[src/rtl/bist_scheduler.sv]
// bist_scheduler: shares one BIST controller between NREQ requesters.
// Round-robin arbitration, START level sequencing, signature compare,
// per-requester DONE/PASS reporting and a hang watchdog with sticky error.
//
// Controller handshake (one place, all rules):
//   - A session begins when BIST_START rises; START must have been low long
//     enough for the controller to reach its wait-for-rising-START state.
//   - START is held high for the whole session; the controller raises
//     BIST_FINISH for one cycle with SIGNATURE valid in that same cycle.
//   - The scheduler then drops START and keeps it low for at least two cycles
//     and until BIST_END has been seen, before any new session may launch.
//   - BIST_FINISH seen in any state other than RUN carries no meaning.
module bist_scheduler #(
    parameter int NREQ    = 4,
    parameter int SIG_W   = 16,
    parameter int TIMEOUT = 1023
) (
    input  logic             CLK,
    input  logic             RESET_N,
    input  logic [NREQ-1:0]  REQ,
    output logic [NREQ-1:0]  GNT,
    output logic [NREQ-1:0]  DONE,
    output logic [NREQ-1:0]  PASS,
    output logic             BIST_START,
    input  logic             BIST_END,
    input  logic             BIST_FINISH,
    input  logic [SIG_W-1:0] SIGNATURE,
    input  logic [SIG_W-1:0] GOLDEN,
    output logic             BUSY,
    output logic             TIMEOUT_ERR,
    output logic [2:0]       DBG_STATE
);

    localparam int PTR_W = $clog2(NREQ);
    localparam int WD_W  = $clog2(TIMEOUT + 1);
    localparam logic [WD_W-1:0] WD_LAST = WD_W'(TIMEOUT - 1);

    typedef enum logic [2:0] {
        ST_IDLE   = 3'd0,
        ST_ARB    = 3'd1,
        ST_LAUNCH = 3'd2,
        ST_RUN    = 3'd3,
        ST_DROP   = 3'd4,
        ST_GAP    = 3'd5,
        ST_HALT   = 3'd6
    } state_t;

    state_t            state_q;
    state_t            state_nxt;
    logic [NREQ-1:0]   gnt_q;
    logic [PTR_W-1:0]  gnt_idx_q;
    logic [NREQ-1:0]   done_q;
    logic [NREQ-1:0]   pass_q;
    logic              start_q;
    logic              terr_q;
    logic [NREQ-1:0]   mask_q;
    logic [PTR_W-1:0]  ptr_q;
    logic [WD_W-1:0]   wdog_q;
    logic              gap_cnt_q;
    logic              end_seen_q;

    logic [NREQ-1:0]   elig;
    logic              pick_vld;
    logic [PTR_W-1:0]  pick_idx;
    logic [NREQ-1:0]   pick_oh;
    logic              hi_vld;
    logic [PTR_W-1:0]  hi_idx;
    logic [PTR_W-1:0]  lo_idx;
    logic [PTR_W-1:0]  ptr_after;
    logic              sig_match;

    assign elig      = REQ & ~mask_q;
    assign sig_match = (SIGNATURE == GOLDEN);
    assign ptr_after = (gnt_idx_q == PTR_W'(NREQ - 1)) ? '0 : gnt_idx_q + PTR_W'(1);

    assign GNT         = gnt_q;
    assign DONE        = done_q;
    assign PASS        = pass_q;
    assign BIST_START  = start_q;
    assign TIMEOUT_ERR = terr_q;
    assign BUSY        = (state_q != ST_IDLE) && (state_q != ST_HALT);
    assign DBG_STATE   = state_q;

    // Round-robin pick: lowest eligible index at or above the pointer, else lowest overall.
    always_comb begin
        pick_vld = 1'b0;
        hi_vld   = 1'b0;
        hi_idx   = '0;
        lo_idx   = '0;
        pick_oh  = '0;
        for (int i = NREQ - 1; i >= 0; i--) begin
            if (elig[i]) begin
                pick_vld = 1'b1;
                lo_idx   = PTR_W'(i);
                if (PTR_W'(i) >= ptr_q) begin
                    hi_vld = 1'b1;
                    hi_idx = PTR_W'(i);
                end
            end
        end
        pick_idx = hi_vld ? hi_idx : lo_idx;
        for (int i = 0; i < NREQ; i++) begin
            pick_oh[i] = pick_vld && (PTR_W'(i) == pick_idx);
        end
    end

    // Next-state logic; FINISH has priority over watchdog expiry in RUN.
    always_comb begin
        state_nxt = state_q;
        case (state_q)
            ST_IDLE:   if (|elig) state_nxt = ST_ARB;
            ST_ARB:    state_nxt = pick_vld ? ST_LAUNCH : ST_IDLE;
            ST_LAUNCH: state_nxt = ST_RUN;
            ST_RUN: begin
                if (BIST_FINISH)            state_nxt = ST_DROP;
                else if (wdog_q == WD_LAST) state_nxt = ST_HALT;
            end
            ST_DROP:   state_nxt = ST_GAP;
            ST_GAP:    if (gap_cnt_q && (end_seen_q || BIST_END)) state_nxt = ST_IDLE;
            ST_HALT:   state_nxt = ST_HALT;
            default:   state_nxt = ST_IDLE;
        endcase
    end

    // State register plus all registered outputs and bookkeeping.
    always_ff @(posedge CLK or negedge RESET_N) begin
        if (!RESET_N) begin
            state_q    <= ST_IDLE;
            gnt_q      <= '0;
            gnt_idx_q  <= '0;
            done_q     <= '0;
            pass_q     <= '0;
            start_q    <= 1'b0;
            terr_q     <= 1'b0;
            mask_q     <= '0;
            ptr_q      <= '0;
            wdog_q     <= '0;
            gap_cnt_q  <= 1'b0;
            end_seen_q <= 1'b0;
        end else begin
            state_q <= state_nxt;
            // START is high exactly while the FSM sits in RUN, so it trails GNT by one cycle.
            start_q <= (state_nxt == ST_RUN);
            done_q  <= '0;
            // A served requester becomes eligible again only after it drops REQ.
            mask_q  <= mask_q & REQ;
            case (state_q)
                ST_ARB: begin
                    if (pick_vld) begin
                        gnt_q     <= pick_oh;
                        gnt_idx_q <= pick_idx;
                    end
                    wdog_q     <= '0;
                    end_seen_q <= 1'b0;
                end
                ST_RUN: begin
                    if (wdog_q != '1) wdog_q <= wdog_q + WD_W'(1);
                    if (BIST_FINISH) begin
                        pass_q <= (pass_q & ~gnt_q) | (gnt_q & {NREQ{sig_match}});
                        done_q <= gnt_q;
                        gnt_q  <= '0;
                        mask_q <= (mask_q & REQ) | gnt_q;
                        ptr_q  <= ptr_after;
                    end else if (wdog_q == WD_LAST) begin
                        gnt_q  <= '0;
                        terr_q <= 1'b1;
                    end
                end
                ST_DROP: begin
                    gap_cnt_q <= 1'b0;
                    if (BIST_END) end_seen_q <= 1'b1;
                end
                ST_GAP: begin
                    gap_cnt_q <= 1'b1;
                    if (BIST_END) end_seen_q <= 1'b1;
                end
                default: ;
            endcase
        end
    end

endmodule
[config.mk]
export PLATFORM = sky130hd
export DESIGN_NAME = bist_scheduler
export DESIGN_NICKNAME = d
export VERILOG_FILES = /design/src/rtl/bist_scheduler.sv
export SDC_FILE = /design/constraint.sdc
export NUM_CORES = 1
export LEC_CHECK = 0
export ABC_CLOCK_PERIOD_IN_PS = 1800
export BUFFER_PORTS_ARGS = -buffer_cell sky130_fd_sc_hd__buf_2
export CAP_MARGIN = 20
export CORE_MARGIN = 4
export CORE_UTILIZATION = 46
export CTS_CLUSTER_SIZE = 25
export DETAILED_ROUTE_END_ITERATION = 6
export PLACE_DENSITY = 0.75
export SLEW_MARGIN = 20
export SYNTH_ARGS = -nofsm -noshare
export SYNTH_HDL_FRONTEND = slang
export SYNTH_SLANG_ARGS = --single-unit
[constraint.sdc]
create_clock -name CLK -period 1.8 [get_ports CLK]
set_clock_uncertainty 0.2 [all_clocks]
set_input_delay 0.18 -clock CLK [delete_from_list [all_inputs] [get_ports CLK]]
set_output_delay 0.18 -clock CLK [all_outputs]
set_load 0.03 [all_outputs]
==> results of run 1 <==
## report_power, final
part           leakage [nW]  switching, mW  internal, mW
logic                 0.862          0.816         0.617
registers             0.490          0.162          1.02
clock network        0.0681          0.304         0.550
## synth_stat cells, types with 2 or more instances
| library cell | n | area, sq um |
|---|---|---|
| nand3_1 | 3 | 15.0 |
| a31o_2 | 3 | 26.3 |
| buf_6 | 4 | 45.0 |
| o211ai_1 | 2 | 15.0 |
| ha_1 | 3 | 37.5 |
| o21ai_0 | 9 | 45.0 |
| xnor2_1 | 16 | 140 |
| nand2_1 | 28 | 105 |
| nor2_1 | 8 | 30.0 |
| o32ai_2 | 2 | 32.5 |
| a31oi_1 | 2 | 12.5 |
| o21a_1 | 2 | 15.0 |
| dfrtp_1 | 37 | 926 |
| o31ai_1 | 2 | 15.0 |
| mux2i_1 | 3 | 30.0 |
| and4_1 | 2 | 17.5 |
| nand4_1 | 9 | 56.3 |
| o32ai_1 | 2 | 17.5 |
| inv_1 | 11 | 41.3 |
| a21o_1 | 2 | 15.0 |
| mux2_2 | 7 | 78.8 |
| and3_1 | 4 | 25.0 |
| nand2b_1 | 5 | 31.3 |
| a21oi_1 | 6 | 30.0 |
## cells in the final DEF (no fill, tap or decap), types with 2 or more instances in the layout
master,Yosys,routed
buf_2,0,56
dfrtp_1,37,33
nand2_1,28,24
xnor2_1,16,16
buf_4,1,16
inv_1,11,11
nand4_1,9,9
nor2_1,8,8
o21ai_0,9,7
dlygate4sd3_1,0,6
a21oi_1,6,5
clkbuf_8,0,5
dfrtp_2,0,4
nand2_4,0,4
nand2b_1,5,4
mux2_4,0,4
and3_1,4,3
nand3_1,3,3
mux2_2,7,3
mux2i_1,3,3
ha_1,3,3
o21a_1,2,2
and4_1,2,2
a21o_1,2,2
o211ai_1,2,2
a31o_2,3,2
a31oi_1,2,2
o31ai_1,2,2
o21ai_1,0,2
o32ai_2,2,2
o32ai_1,2,2
bufinv_16,0,2
## routing by layer
metal | up-vias | global-route usage
met5 | - | 0
met4 | 0 | 0.0724
met3 | 7 | 0.0410
met2 | 47 | 0.264
met1 | 806 | 0.238
li1 | 862 | -
## metrics by stage
stage / TNS (ns) / worst slack [ns] / cell area (sq um) / hold WS [ns]
5_1_grt: -0.0193 / -0.0193 / 2700 / 0.0234
2_1_floorplan: -1.17 / -0.222 / 2080 / -0.316
3_5_place_dp: 0 / 0.0379 / 2450 / 0.0524
4_1_cts: 0 / 0.0127 / 2650 / 0.00927
3_3_place_gp: 0 / 0.0861 / 2450 / 0.0467
6_report: 0 / 0.0525 / 2700 / 0.0197
## what timing repair did
| item | CTS | global route |
|---|---|---|
| gates resized for setup | 0 | 13 |
| hold buffers | 6 | 0 |
| setup buffers | 0 | 2 |
| setup endpoints to repair | 0 | 6 |
| endpoints found under the hold margin | 42 | 0 |
## final timing paths
path / start / end / slack, ns / depth (start not counted)
setup / recovery: wdog_q[8] / wdog_q[7] / 0.05 / 4
hold / removal: BIST_FINISH / DBG_STATE[0] / 0.02 / 3
setup reg to reg: wdog_q[8] / wdog_q[7] / 0.05 / 4
hold reg to reg: mask_q[3] / mask_q[3] / 0.28 / 2
max in group asynchronous: RESET_N / DBG_STATE[2] / 0.79 / 3
min in group asynchronous: RESET_N / asynchronous set/reset pin / 0.25 / 3
## critical path: cells and delay by family, from the launching register on
family          cells  cell delay [ns]
compound gates      1             0.14
flops               1             0.40
simple gates        3             0.95
## final cells by class
cell class                 count  area (sq um)  area share
inverter                      11          41.3      0.0153
clock buffer                   5          68.8      0.0255
sequential                    37           931       0.345
tap                           50          62.6      0.0232
clock inverter                 3          65.1      0.0241
multi-input combinational    141          1060       0.392
timing repair buffer          79           472       0.175
## logic make-up after synthesis
family | synth area share
AOI/OAI and AO/OA | 0.157
xor gates and xnor gates | 0.0703
adders and majority gates | 0.0188
buffers and inverters | 0.0490
DFF | 0.465
muxes | 0.0546
and+or+nand+nor | 0.186
==> key figures, run 1 <==
Die
  • Row cnt: 23
  • Ports: 58
  • Die X: 73.8 um
  • CORE AREA: ~0.004 sq mm
  • Die area: 0.00545 sq mm
  • Initial Utilization: 0.488
  • Vert. Die Dim: 73.8 um

Worst setup path
  • CP Capture Type: register
  • Critical path class: reg -> reg
  • Crit start category: register
  • CP max FO: 4
  • Crit-path cells: and4_1, and3_1, or4_4, a21oi_2
  • WP data required: 1.83 ns
  • Slowest CP cell: or4_4
  • Critical Path AT: 1.78 ns
  • Crit path largest cell delay: 0.52 ns

Synthesis
  • Fraction of registers with async set/reset: 1.00
  • Average size of a mapped cell: 10.2 sq um
  • Syn Nets: ~240
  • Synth Register Bits: 37
  • Post-synth cell types: 47
  • Yosys warns: 0
  • Number of synthesized flops with an enable pin: 0
  • Area of the mapped netlist: 0.00199 sq mm
  • Synthesized instance count: 195
  • Predominant post-synthesis flop cell: dfrtp_1
  • Sequential share of the synthesized area: 0.465

Clocking
  • CTS root buffer: clkbuf_8
  • Clock sink total: 37
  • CTS Buffer Depth: 2
  • CTS H-Tree Depth: 2
  • CTS clock-pin slew for the worst setup and hold paths: around 0.070 ns
  • Worst-Skew Late Latency: 0.30 ns
  • TritonCTS clock tree: built
  • CTS buffer count: 5

Detailed routing
  • Post-Route WL: 4.52 mm
  • TritonRoute pass-1 iters: 4
  • Met2 WL: 2.17 mm
  • Initial drt markers: 94
  • Metal-1 WL: about 2.0 mm
  • Via Count: ~1700
  • Drt drc: 0
  • Vias per Instance: 5.28
  • Routed len/inst: between 10 and 15 um
  • Highest layer used for signal routing: met4
  • Met3 wire len: 236 um
  • Final antenna-violating net count: 0

STA
  • Fin. Hold Viols: 0
  • Minimum clock period: 1.75 ns
  • RSZ-0062 raised after global routing: true
  • Relative slew slack: 0.687
  • Final period utilization: 0.971
  • Slew @ Worst Pin: 0.469 ns
  • Max Clock Freq: 572 MHz
  • Slew Limit Fails: 0
  • Final setup viols: 0

Global route
  • GRT Util Overall: 0.174
  • Vias in the first global route: about 1600
  • Global-route wire length before repair: 7.18 mm
  • Pin count of the biggest net entering global routing: 38
  • Antenna violations before repair: 0
  • Congestion Overflow GR: 0

Pwr
  • Leak Pwr: about 1.4 nW
  • Power per Cell Area: 1290 mW/mm^2
  • Design Power: 3.47 mW
  • Max VDD drop: 0.556 mV

Place
  • GPL Wtd Cong: 0.811
  • I/O Buffers: 57
  • Detailed Place HPWL: roughly 3.5 mm
  • Inst Count DP: 310

Finish
  • Layout Cells excl Fill: 326
  • Final net count: 318
  • Diodes inserted: 0
  • Fill cell count: 325
  • Ratio of cells with drive above 1 in the final layout: 0.402
  • Area Overhead vs Synth: 35.3%
  • Final core occ: 0.660

Hold path
  • Worst min path class: in -> reg

Outcome
  • Status: complete, no violations

Run
  • Max-cap violation count: 0
Note: power is estimated with default switching activity, not from simulation.
==> run 2, diff against run 1 <==
ABC_CLOCK_PERIOD_IN_PS = 2100   (was 1800)
CORE_UTILIZATION = 55   (was 46)
CTS_CLUSTER_DIAMETER = 40   (was unset)
PLACE_DENSITY = 0.84   (was 0.75)
SETUP_SLACK_MARGIN = 0.2   (was unset)
clock period = 2.1 ns   (was 1.8 ns; I/O delays follow)
==> key figures, run 2 (synthesized netlist as in run 1, its figures left out) <==
Outcome
  • Status: complete, no violations

Clocking
  • Worst-Skew Late Latency: 0.35 ns (+0.05 ns)
  • Clock sink total: 37 (unchanged)
  • CTS root buffer: clkbuf_4
  • CTS Buffer Depth: 2 (unchanged)
  • CTS buffer count: 5 (unchanged)
  • TritonCTS clock tree: built
  • CTS clock-pin slew for the worst setup and hold paths: 0.12 ns (+0.05 ns)
  • CTS H-Tree Depth: 2 (unchanged)

Worst setup path
  • FF-to-FF Start: DBG_STATE[2]
  • Reg2reg path depth: 4 (unchanged)
  • Crit-path cells: and3b_2, and2_1, nand2_1, mux2_2
  • Crit path largest cell delay: 0.46 ns (-0.06 ns)
  • Crit start category: register
  • CP max FO: 8 (+4)
  • WP data required: 2.15 ns (+0.32 ns)
  • Worst setup startpoint: DBG_STATE[2]
  • Slowest CP cell: dfrtp_2
  • CP Capture Type: register
  • Critical Path AT: 1.87 ns (+0.09 ns)
  • Worst reg-to-reg setup slack: 0.28 ns (+0.23 ns)
  • Critical path class: reg -> reg

Die
  • Initial Utilization: 0.584 (+0.0958)
  • Die area: 0.00465 sq mm (-15%)
  • Row cnt: 21 (-8.7%)
  • CORE AREA: 0.00342 sq mm (-16%)
  • Vert. Die Dim: 68.2 um (-7.6%)
  • Ports: 58 (unchanged)
  • Die X: 68.2 um (-7.6%)

Finish
  • Highest-count cells in the layout ignoring fill and taps: buf_2 (57), dfrtp_1 (32), nand2_1 (28), xnor2_1 (16), inv_1 (11)
  • Fill cell count: 258 (-21%)
  • Area Overhead vs Synth: 24.5%
  • Final core occ: 0.726 (+0.0662)
  • Diodes inserted: 0 (unchanged)
  • Commonest non-fill, non-tap cell in the layout: buf_2
  • Ratio of cells with drive above 1 in the final layout: 0.341 (-0.0613)
  • Final net count: 309 (-2.8%)

Global route
  • Vias in the first global route: 1660 (+3.8%)
  • GRT Util Overall: 0.212 (+0.0379)
  • Pin count of the biggest net entering global routing: 38 (unchanged)
  • Gr busiest metal: met2
  • Grt met2 use: 0.350 (+0.0864)
  • Antenna violations before repair: 0 (unchanged)
  • Congestion Overflow GR: 0 (unchanged)
  • Met1 Use GR: 0.258 (+0.0200)
  • Global-route wire length before repair: 7.27 mm (+1.3%)
  • Met3 GRT Util: 0.0690 (+0.0279)

Pwr
  • Max VDD drop: 0.498 mV (-10%)
  • Design Power: 2.50 mW (-28%)
  • Sw power: 1.02 mW (-21%)
  • Sw Ratio: 0.408 (+0.0381)
  • Flop pwr share: 0.418 (+0.077)
  • Combinational power share: 0.424 (+0.011)
  • Power per Cell Area: 1010 mW/mm^2 (-22%)
  • P_int: 1.48 mW (-32%)
  • Power share of the clock group: 0.158 (-0.088)
  • Leak Pwr: 1.26 nW (-11%)

Detailed routing
  • Routed len/inst: 13.9 um (+0.55%)
  • Drt drc: 0 (unchanged)
  • Vias per Instance: 5.50 (+4.2%)
  • Via Count: 1723 (+0.058%)
  • Post-Route WL: 4.36 mm (-3.5%)
  • TritonRoute pass-1 iters: 4 (unchanged)
  • Initial drt markers: 127 (+35%)
  • Final antenna-violating net count: 0 (unchanged)

STA
  • Max Clock Freq: 549 MHz (-4.0%)
  • Relative slew slack: 0.505 (-0.183)
  • Final setup viols: 0 (unchanged)
  • RSZ-0062 raised after global routing: false
  • Slew @ Worst Pin: 0.736 ns (+0.267 ns)
  • Final period utilization: 0.867 (-0.104)
  • Fin. Hold Viols: 0 (unchanged)
  • Slew Limit Fails: 0 (unchanged)
  • Setup TNS: 0 ns (unchanged)
  • Worst Hold Slack: 0.130 ns (+0.110 ns)
  • Fin worst setup slack: 0.280 ns (+0.227 ns)
  • Minimum clock period: 1.82 ns (+0.0729 ns)

Place
  • Detailed Place HPWL: 3.29 mm (-5.3%)
  • I/O Buffers: 57 (unchanged)
  • GPL Wtd Cong: 0.854 (+5.3%)
  • Pre-CTS setup slack: 0.187 ns (+0.149 ns)

Run
  • Max-cap violation count: 0 (unchanged)

Hold path
  • Worst min path class: in -> async
==> run 2: changes by cell type in the layout (fill, tap and decap cells not counted), moves of 2 or more <==
| cell | change |
|---|---|
| o21ai_0 | +2 |
| nand2_1 | +4 |
| mux2_4 | -4 |
| clkbuf_8 | -4 |
| o21ai_1 | -2 |
| clkbuf_4 | +5 |
| buf_4 | -11 |
| bufinv_16 | -2 |
| mux2_2 | +4 |
| nand2_4 | -4 |
==> run 2: worst max path at each step <==
stage / endpoint / slack [ns] / cells past startpoint
after global routing: wdog_q[7] / 0.19 / 4
after global placement: wdog_q[7] / 0.24 / 4
after floorplan: GNT[2] / 0.08 / 6
after CTS: register / 0.22 / 4
after detailed placement: wdog_q[7] / 0.19 / 4
final: register / 0.28 / 4
==> run 2: layer usage <==
layer / vias up / wire (um) / part of all wire
met5: - / 0 / 0
met4: 0 / 76 / 0.017
met3: 8 / 354 / 0.081
met2: 63 / 2010 / 0.46
met1: 809 / 1910 / 0.44
li1: 843 / - / -
==> run 2: repair_timing <==
action | in CTS | in global routing
setup buffers | 1 | 3
hold endpoints to repair | 45 | 0
resized for setup | 0 | 4
setup endpoints to repair | 1 | 7
hold buffers | 7 | 0
pin swaps | 1 | 0
==> run 2: final cells by class <==
type,instances,area (sq um),share of cell area
inverter,11,41.3,0.0166
clock buffer,6,51.3,0.0207
tap,46,57.6,0.0232
clock inverter,2,13.8,0.00555
multi-input combinational,141,972,0.392
timing repair buffer,70,413,0.166
sequential,37,932,0.376
==> run 2: worst max-delay path: cells and delay by family, from the launching register on <==
kind	cells	cell delay, ns
simple gates	3	0.77
mux	1	0.30
flops	1	0.46
==> run 2: power groups by stage <==
stage | Clock (mW) | Combinational [mW] | Sequential [mW]
after floorplan | 0 | 0.722 | 1.11
after global placement | 0 | 0.956 | 1.06
after detailed placement | 0 | 0.985 | 1.06
after CTS | 0.405 | 1.00 | 1.05
after global routing | 0.438 | 1.17 | 1.07
final | 0.395 | 1.06 | 1.05
==> run 2: through the flow <==
stage | instances | instance area [sq um]
after CTS | 310 | 2450
after detailed placement | 294 | 2310
after global placement | 294 | 2310
after global routing | 313 | 2480
after floorplan | 195 | 2000
final | 313 | 2480
